[src/rtl/aqfp_tx_scheduler_if.sv]
// Requester/channel bundle for the AQFP transmit scheduler.
// master = requester/channel side, slave = scheduler.
interface aqfp_tx_scheduler_if #(
    parameter int unsigned NREQ = 4
);
    localparam int unsigned IDW = (NREQ > 1) ? $clog2(NREQ) : 1;

    logic                tick;
    logic [NREQ-1:0]     req_valid;
    logic [2*NREQ-1:0]   req_val;
    logic [NREQ-1:0]     req_ready;
    logic [1:0]          tx_data;
    logic                tx_busy;
    logic [IDW-1:0]      grant_id;
    logic                missed_tick;
    logic                err;
    logic                err_clr;

    modport master (
        output tick, req_valid, req_val, err_clr,
        input  req_ready, tx_data, tx_busy, grant_id, missed_tick, err
    );

    modport slave (
        input  tick, req_valid, req_val, err_clr,
        output req_ready, tx_data, tx_busy, grant_id, missed_tick, err
    );
endinterface

[src/rtl/aqfp_tx_scheduler.sv]
// Round-robin scheduler sharing one ioAQFP transmit channel; pulses start on ticks.
// Optional AQFP_TX_XCHECK_EN: sticky err on grant of a non-binary (qZ/qX) value.
module aqfp_tx_scheduler #(
    parameter int unsigned NREQ    = 4,
    parameter int unsigned PW_CYC  = 3,
    parameter int unsigned GAP_CYC = 1
) (
    input logic               clk,
    input logic               rst_n,
    aqfp_tx_scheduler_if.slave bus
);
    localparam int unsigned IDW  = (NREQ > 1) ? $clog2(NREQ) : 1;
    localparam int unsigned MAXC = (PW_CYC > GAP_CYC) ? PW_CYC : GAP_CYC;
    localparam int unsigned CW   = $clog2(MAXC + 1);
    localparam logic [1:0]  Q_Z  = 2'b00;
    localparam logic [1:0]  Q_X  = 2'b10;

    typedef enum logic [1:0] {IDLE, DRIVE, GAP} state_t;

    state_t         state, state_d;
    logic [CW-1:0]  cnt, cnt_d;
    logic [IDW-1:0] rr_ptr, rr_ptr_d;
    logic [IDW-1:0] grant_id_q, grant_id_d;
    logic [1:0]     tx_data_q, tx_data_d;
    logic           busy_q;
    logic           err_q, err_d;
    logic [IDW-1:0] winner;
    logic [1:0]     win_val;
    logic           found;
    logic           grant;
    logic           bad_val;

    // First pending requester at or above rr_ptr, wrapping around.
    always_comb begin
        winner = '0;
        found  = 1'b0;
        for (int k = 0; k < int'(NREQ); k++) begin
            if (!found && bus.req_valid[IDW'((int'(rr_ptr) + k) % int'(NREQ))]) begin
                found  = 1'b1;
                winner = IDW'((int'(rr_ptr) + k) % int'(NREQ));
            end
        end
    end

    always_comb begin
        win_val = Q_Z;
        for (int i = 0; i < int'(NREQ); i++) begin
            if (winner == IDW'(i)) win_val = bus.req_val[2*i +: 2];
        end
    end

    // rst_n gate keeps ready low while reset is held, even with tick and valid present.
    assign grant   = rst_n && (state == IDLE) && bus.tick && found;
    assign bad_val = ~win_val[0];

    assign bus.req_ready   = grant ? (NREQ'(1) << winner) : '0;
    assign bus.missed_tick = bus.tick && (state != IDLE);
    assign bus.tx_data     = tx_data_q;
    assign bus.tx_busy     = busy_q;
    assign bus.grant_id    = grant_id_q;
    assign bus.err         = err_q;

    always_comb begin
        state_d    = state;
        cnt_d      = cnt;
        rr_ptr_d   = rr_ptr;
        grant_id_d = grant_id_q;
        tx_data_d  = tx_data_q;
        err_d      = err_q;
        case (state)
            IDLE: begin
                if (grant) begin
                    state_d    = DRIVE;
                    cnt_d      = '0;
                    tx_data_d  = win_val[0] ? win_val : Q_X;
                    grant_id_d = winner;
                    rr_ptr_d   = IDW'((int'(winner) + 1) % int'(NREQ));
                end
            end
            DRIVE: begin
                if (cnt == CW'(PW_CYC - 1)) begin
                    cnt_d     = '0;
                    tx_data_d = Q_Z;
                    state_d   = (GAP_CYC > 0) ? GAP : IDLE;
                end else begin
                    cnt_d = cnt + 1'b1;
                end
            end
            GAP: begin
                if (cnt == CW'(GAP_CYC - 1)) begin
                    cnt_d   = '0;
                    state_d = IDLE;
                end else begin
                    cnt_d = cnt + 1'b1;
                end
            end
            default: state_d = IDLE;
        endcase
`ifdef AQFP_TX_XCHECK_EN
        // A new error wins over a simultaneous clear.
        if (bus.err_clr)      err_d = 1'b0;
        if (grant && bad_val) err_d = 1'b1;
`else
        err_d = 1'b0;
`endif
    end

`ifndef AQFP_TX_XCHECK_EN
    logic unused_xcheck;
    assign unused_xcheck = bus.err_clr ^ bad_val;
`endif

    always_ff @(posedge clk or negedge rst_n) begin
        if (!rst_n) begin
            state      <= IDLE;
            cnt        <= '0;
            rr_ptr     <= '0;
            grant_id_q <= '0;
            tx_data_q  <= Q_Z;
            busy_q     <= 1'b0;
            err_q      <= 1'b0;
        end else begin
            state      <= state_d;
            cnt        <= cnt_d;
            rr_ptr     <= rr_ptr_d;
            grant_id_q <= grant_id_d;
            tx_data_q  <= tx_data_d;
            busy_q     <= (state_d != IDLE);
            err_q      <= err_d;
        end
    end
endmodule

[src/flat_wrapper.sv]
// flat-port wrapper written by rule: the top's interface ports become plain ports
module aqfp_tx_scheduler_flat 
#(
    parameter int unsigned NREQ    = 4,
    parameter int unsigned PW_CYC  = 3,
    parameter int unsigned GAP_CYC = 1
)
  (clk, rst_n, bus_tick, bus_req_valid, bus_req_val, bus_err_clr, bus_req_ready, bus_tx_data, bus_tx_busy, bus_grant_id, bus_missed_tick, bus_err);
  aqfp_tx_scheduler_if #(.NREQ(NREQ)) bus_i ();
  input logic clk;
  input logic rst_n;
  input wire logic [$bits(bus_i.tick)-1:0] bus_tick;
  input wire logic [$bits(bus_i.req_valid)-1:0] bus_req_valid;
  input wire logic [$bits(bus_i.req_val)-1:0] bus_req_val;
  input wire logic [$bits(bus_i.err_clr)-1:0] bus_err_clr;
  output wire logic [$bits(bus_i.req_ready)-1:0] bus_req_ready;
  output wire logic [$bits(bus_i.tx_data)-1:0] bus_tx_data;
  output wire logic [$bits(bus_i.tx_busy)-1:0] bus_tx_busy;
  output wire logic [$bits(bus_i.grant_id)-1:0] bus_grant_id;
  output wire logic [$bits(bus_i.missed_tick)-1:0] bus_missed_tick;
  output wire logic [$bits(bus_i.err)-1:0] bus_err;
  assign bus_i.tick = bus_tick;
  assign bus_i.req_valid = bus_req_valid;
  assign bus_i.req_val = bus_req_val;
  assign bus_i.err_clr = bus_err_clr;
  assign bus_req_ready = bus_i.req_ready;
  assign bus_tx_data = bus_i.tx_data;
  assign bus_tx_busy = bus_i.tx_busy;
  assign bus_grant_id = bus_i.grant_id;
  assign bus_missed_tick = bus_i.missed_tick;
  assign bus_err = bus_i.err;
  aqfp_tx_scheduler #(.NREQ(NREQ), .PW_CYC(PW_CYC), .GAP_CYC(GAP_CYC)) u_core (.clk(clk), .rst_n(rst_n), .bus(bus_i));
endmodule
[config.mk]
export PLATFORM = sky130hd
export DESIGN_NAME = aqfp_tx_scheduler_flat
export DESIGN_NICKNAME = d
export VERILOG_FILES = /design/src/rtl/aqfp_tx_scheduler_if.sv /design/src/rtl/aqfp_tx_scheduler.sv /design/src/flat_wrapper.sv
export SDC_FILE = /design/constraint.sdc
export NUM_CORES = 1
export LEC_CHECK = 0
export ABC_AREA = 1
export CAP_MARGIN = 25
export CELL_PAD_IN_SITES_DETAIL_PLACEMENT = 0
export CELL_PAD_IN_SITES_GLOBAL_PLACEMENT = 2
export CORE_ASPECT_RATIO = 1.1
export CORE_MARGIN = 3
export CORE_UTILIZATION = 23
export DETAILED_ROUTE_END_ITERATION = 8
export HOLD_SLACK_MARGIN = 0.1
export PLACE_DENSITY = 0.79
export SYNTH_ARGS = -nofsm -noshare
export SYNTH_HDL_FRONTEND = slang
export SYNTH_SLANG_ARGS = --single-unit
export TNS_END_PERCENT = 20
[constraint.sdc]
create_clock -name clk -period 2.15 [get_ports clk]
set_clock_uncertainty 0.05 [all_clocks]
set_input_delay 0.43 -clock clk [delete_from_list [all_inputs] [get_ports clk]]
set_output_delay 0.43 -clock clk [all_outputs]
set_load 0.05 [all_outputs]
==> impl_metrics.toml, run 1 <==
[timing]
fin_crit_ns = 2.54
report.final.slew_viol_count = 0
final.period_utilization = 1.18
fmax_mhz = 394
setup_viol = 7
worstMarginPinSlew_ns = 0.498
hold_viol = 0
rsz0062_at_grt = "yes"
timing.final.ws_setup_ns = -0.389
maxSlewHeadroom = 0.667

[clock_network]
clkSinkCount = 11
path_clk_slew_ns = 0.05
cts-buffers-inserted = 3
clk-insertion-delay-late_ns = 0.24
cts-root-buf = "clkbuf_8"
htreeDepth = 1
cts_tree = "done"
cts_buffer_depth = 2

[logic_synthesis]
synth_top_family_by_area = "simple AND/OR/NAND/NOR gates"
syn_area_per_cell_um2 = 6.51
yosys.area_share.xor_xnor = 0
netlist-cell-type-count = 23
synth_fp_nets = 194
syn_inst = 165
ys_seq_elements = 11
synth_warnings = 0
synthAdderAreaFrac = 0.151
yosys-mux-area-fraction = 0
syn_area_um2 = 1070
synth-compound-area-share = 0.0733
yosys.area_share.simple = 0.395
synth-seq-area-share = 0.256

[finish]
post-route-util = 0.429
most-common-layout-cells = "41 x nand2_1, 19 x inv_1, 18 x nand2_2"
mostFrequentLayoutCell = "nand2_1"
ff_latch_area_um2 = 278
area_growth_pct = 76.1
n_antenna_cell = 0
drive_above_1_share = 0.413
multiInputGateArea_um2 = 853
nFillCells = 419
final_nets = 248

[min_path]
holdCritPathClass = "register to register"

[grt]
grt_pass1_wl_um = 5290
grt_max_degree = 12
gr-total-overflow = 0
first_global_vias = 1227
antenna_found_initial = 0
track_usage = 0.116

[run_status]
status = "complete, but fails checks"
violations = "negative setup slack"

[floorplan]
core_area_um2 = 4410
start_util = 0.244
ios = 27
dieArea_um2 = 5530
die_h_um = 77.7
rows = 25
dieWidth_um = 71.2

[placed_design]
numPortBuffers = 24
pre_cts_ws_ns = -0.624
dp_hpwl_um = 2070
gp_congestion = 0.799

[worst_setup_path]
worstPathRequired_ns = 1.67
worstPathMaxFanout = 4
crit_path_end_kind = "primary output"
crit_arrival_ns = 2.06
crit_type = "register to primary output"
critPathLaunchType = "register"

[detailed_routing]
via_per_inst = 4.32
drt-total-wl_um = 2950
vias = 1176
final_antenna_net_count = 0
drc_errors = 0
drtIter0Drc = 35
avgRoutedWirePerCell_um = 10.8
firstDrtPassIters = 4

[job]
maxCapViolations = 0
[critical path: stages (launching register included)]
cell     delay [ns]
dfrtp_2        0.46
buf_6          0.15
nand2_2        0.05
nand2_2        0.06
nand2_2        0.09
nand2_2        0.07
nor2_4         0.11
nand3_1        0.10
nand3_2        0.11
nand2_4        0.09
inv_4          0.09
ha_4           0.14
inv_4          0.04
nor2_4         0.11
buf_12         0.14
[registers in the layout, indices dropped and copies added, names as in the netlist]
name,flops
u_core.state,2
u_core.bus.tx_busy,1
u_core.rr_ptr,2
u_core.bus.tx_data,2
u_core.cnt,2
u_core.bus.grant_id,2
[Yosys cell counts, drive strengths merged]
cell / instances / area share
a21oi: 4 / 0.019
buf: 2 / 0.017
conb: 1 / 0.0035
dfrtp: 11 / 0.26
ha: 13 / 0.15
inv: 29 / 0.10
nand2: 62 / 0.24
nand3: 18 / 0.088
nand4: 1 / 0.0058
nor2: 13 / 0.052
o211ai: 1 / 0.0070
o21ai: 8 / 0.041
o31ai: 1 / 0.0070
or2: 1 / 0.0058
[worst paths after layout]
kind	to	start	cells past startpoint	slack, ns
worst max-delay path	bus_req_ready[2]	u_core.rr_ptr[0]$_DFFE_PN0P_	14	-0.39
worst min-delay path	u_core.bus.tx_data[0]$_DFFE_PN0P_	u_core.bus.tx_data[0]$_DFFE_PN0P_	2	0.43
worst max register to register	u_core.bus.grant_id[1]$_DFFE_PN0P_	u_core.rr_ptr[0]$_DFFE_PN0P_	18	-0.31
worst min register to register	u_core.bus.tx_data[0]$_DFFE_PN0P_	u_core.bus.tx_data[0]$_DFFE_PN0P_	2	0.43
max in group asynchronous	u_core.rr_ptr[0]$_DFFE_PN0P_	rst_n	2	1.41
min in group asynchronous	u_core.rr_ptr[1]$_DFFE_PN0P_	rst_n	2	0.48
[routing by layer]
layer / vias to the layer above / global-route usage / routed length [um]
met5: - / 0 / 0
met3: 6 / 0.0337 / 159
li1: 616 / - / -
met4: 0 / 0.0395 / 43
met2: 23 / 0.205 / 1480
met1: 531 / 0.131 / 1260
[repair_timing]
item / in CTS / in global routing
hold buffers: 0 / 0
buffers inserted: 16 / 0
setup endpoints to repair: 6 / 9
pin swaps: 17 / 4
resized for setup: 54 / 7
[metrics by stage]
step                      hold WS [ns]  instance area, um^2  TNS [ns]  cells
after floorplan                 0.0844                 1100   -0.0951    165
after global placement           0.409                 1530     -3.74    252
after detailed placement         0.417                 1530     -4.38    252
after CTS                        0.431                 1880     -1.96    272
after global routing             0.451                 1890     -3.06    272
final                            0.427                 1890     -2.17    272
[cell families (layout without fill, tap and decap cells)]
kind of cell             Yosys count  in the layout
AO/OA/AOI/OAI                     14             14
adder cells (fa/ha/maj)           13             13
AND/OR/NAND/NOR                   95             95
buffers and inverters             31             84
flip-flops                        11             11
other                              1              1
[final cells by class]
cell class | count | share of cell area
inverters | 29 | 0.0654
flip-flops and latches | 11 | 0.147
clock buffers | 4 | 0.0238
well taps | 54 | 0.0357
repair buffers | 51 | 0.278
multi-input cells | 123 | 0.451
Power of run 1 is left out: the tool's default activity adds up to more than one toggle a clock period on the data nets, which glitch-free logic cannot reach.
==> run 2: changes to the inputs <==
- CAP_MARGIN: 25 -> not set
==> results of run 2 <==
Final layout, timing and power as in run 1 (identical DEF).
Power of run 2 is left out for the same reason.
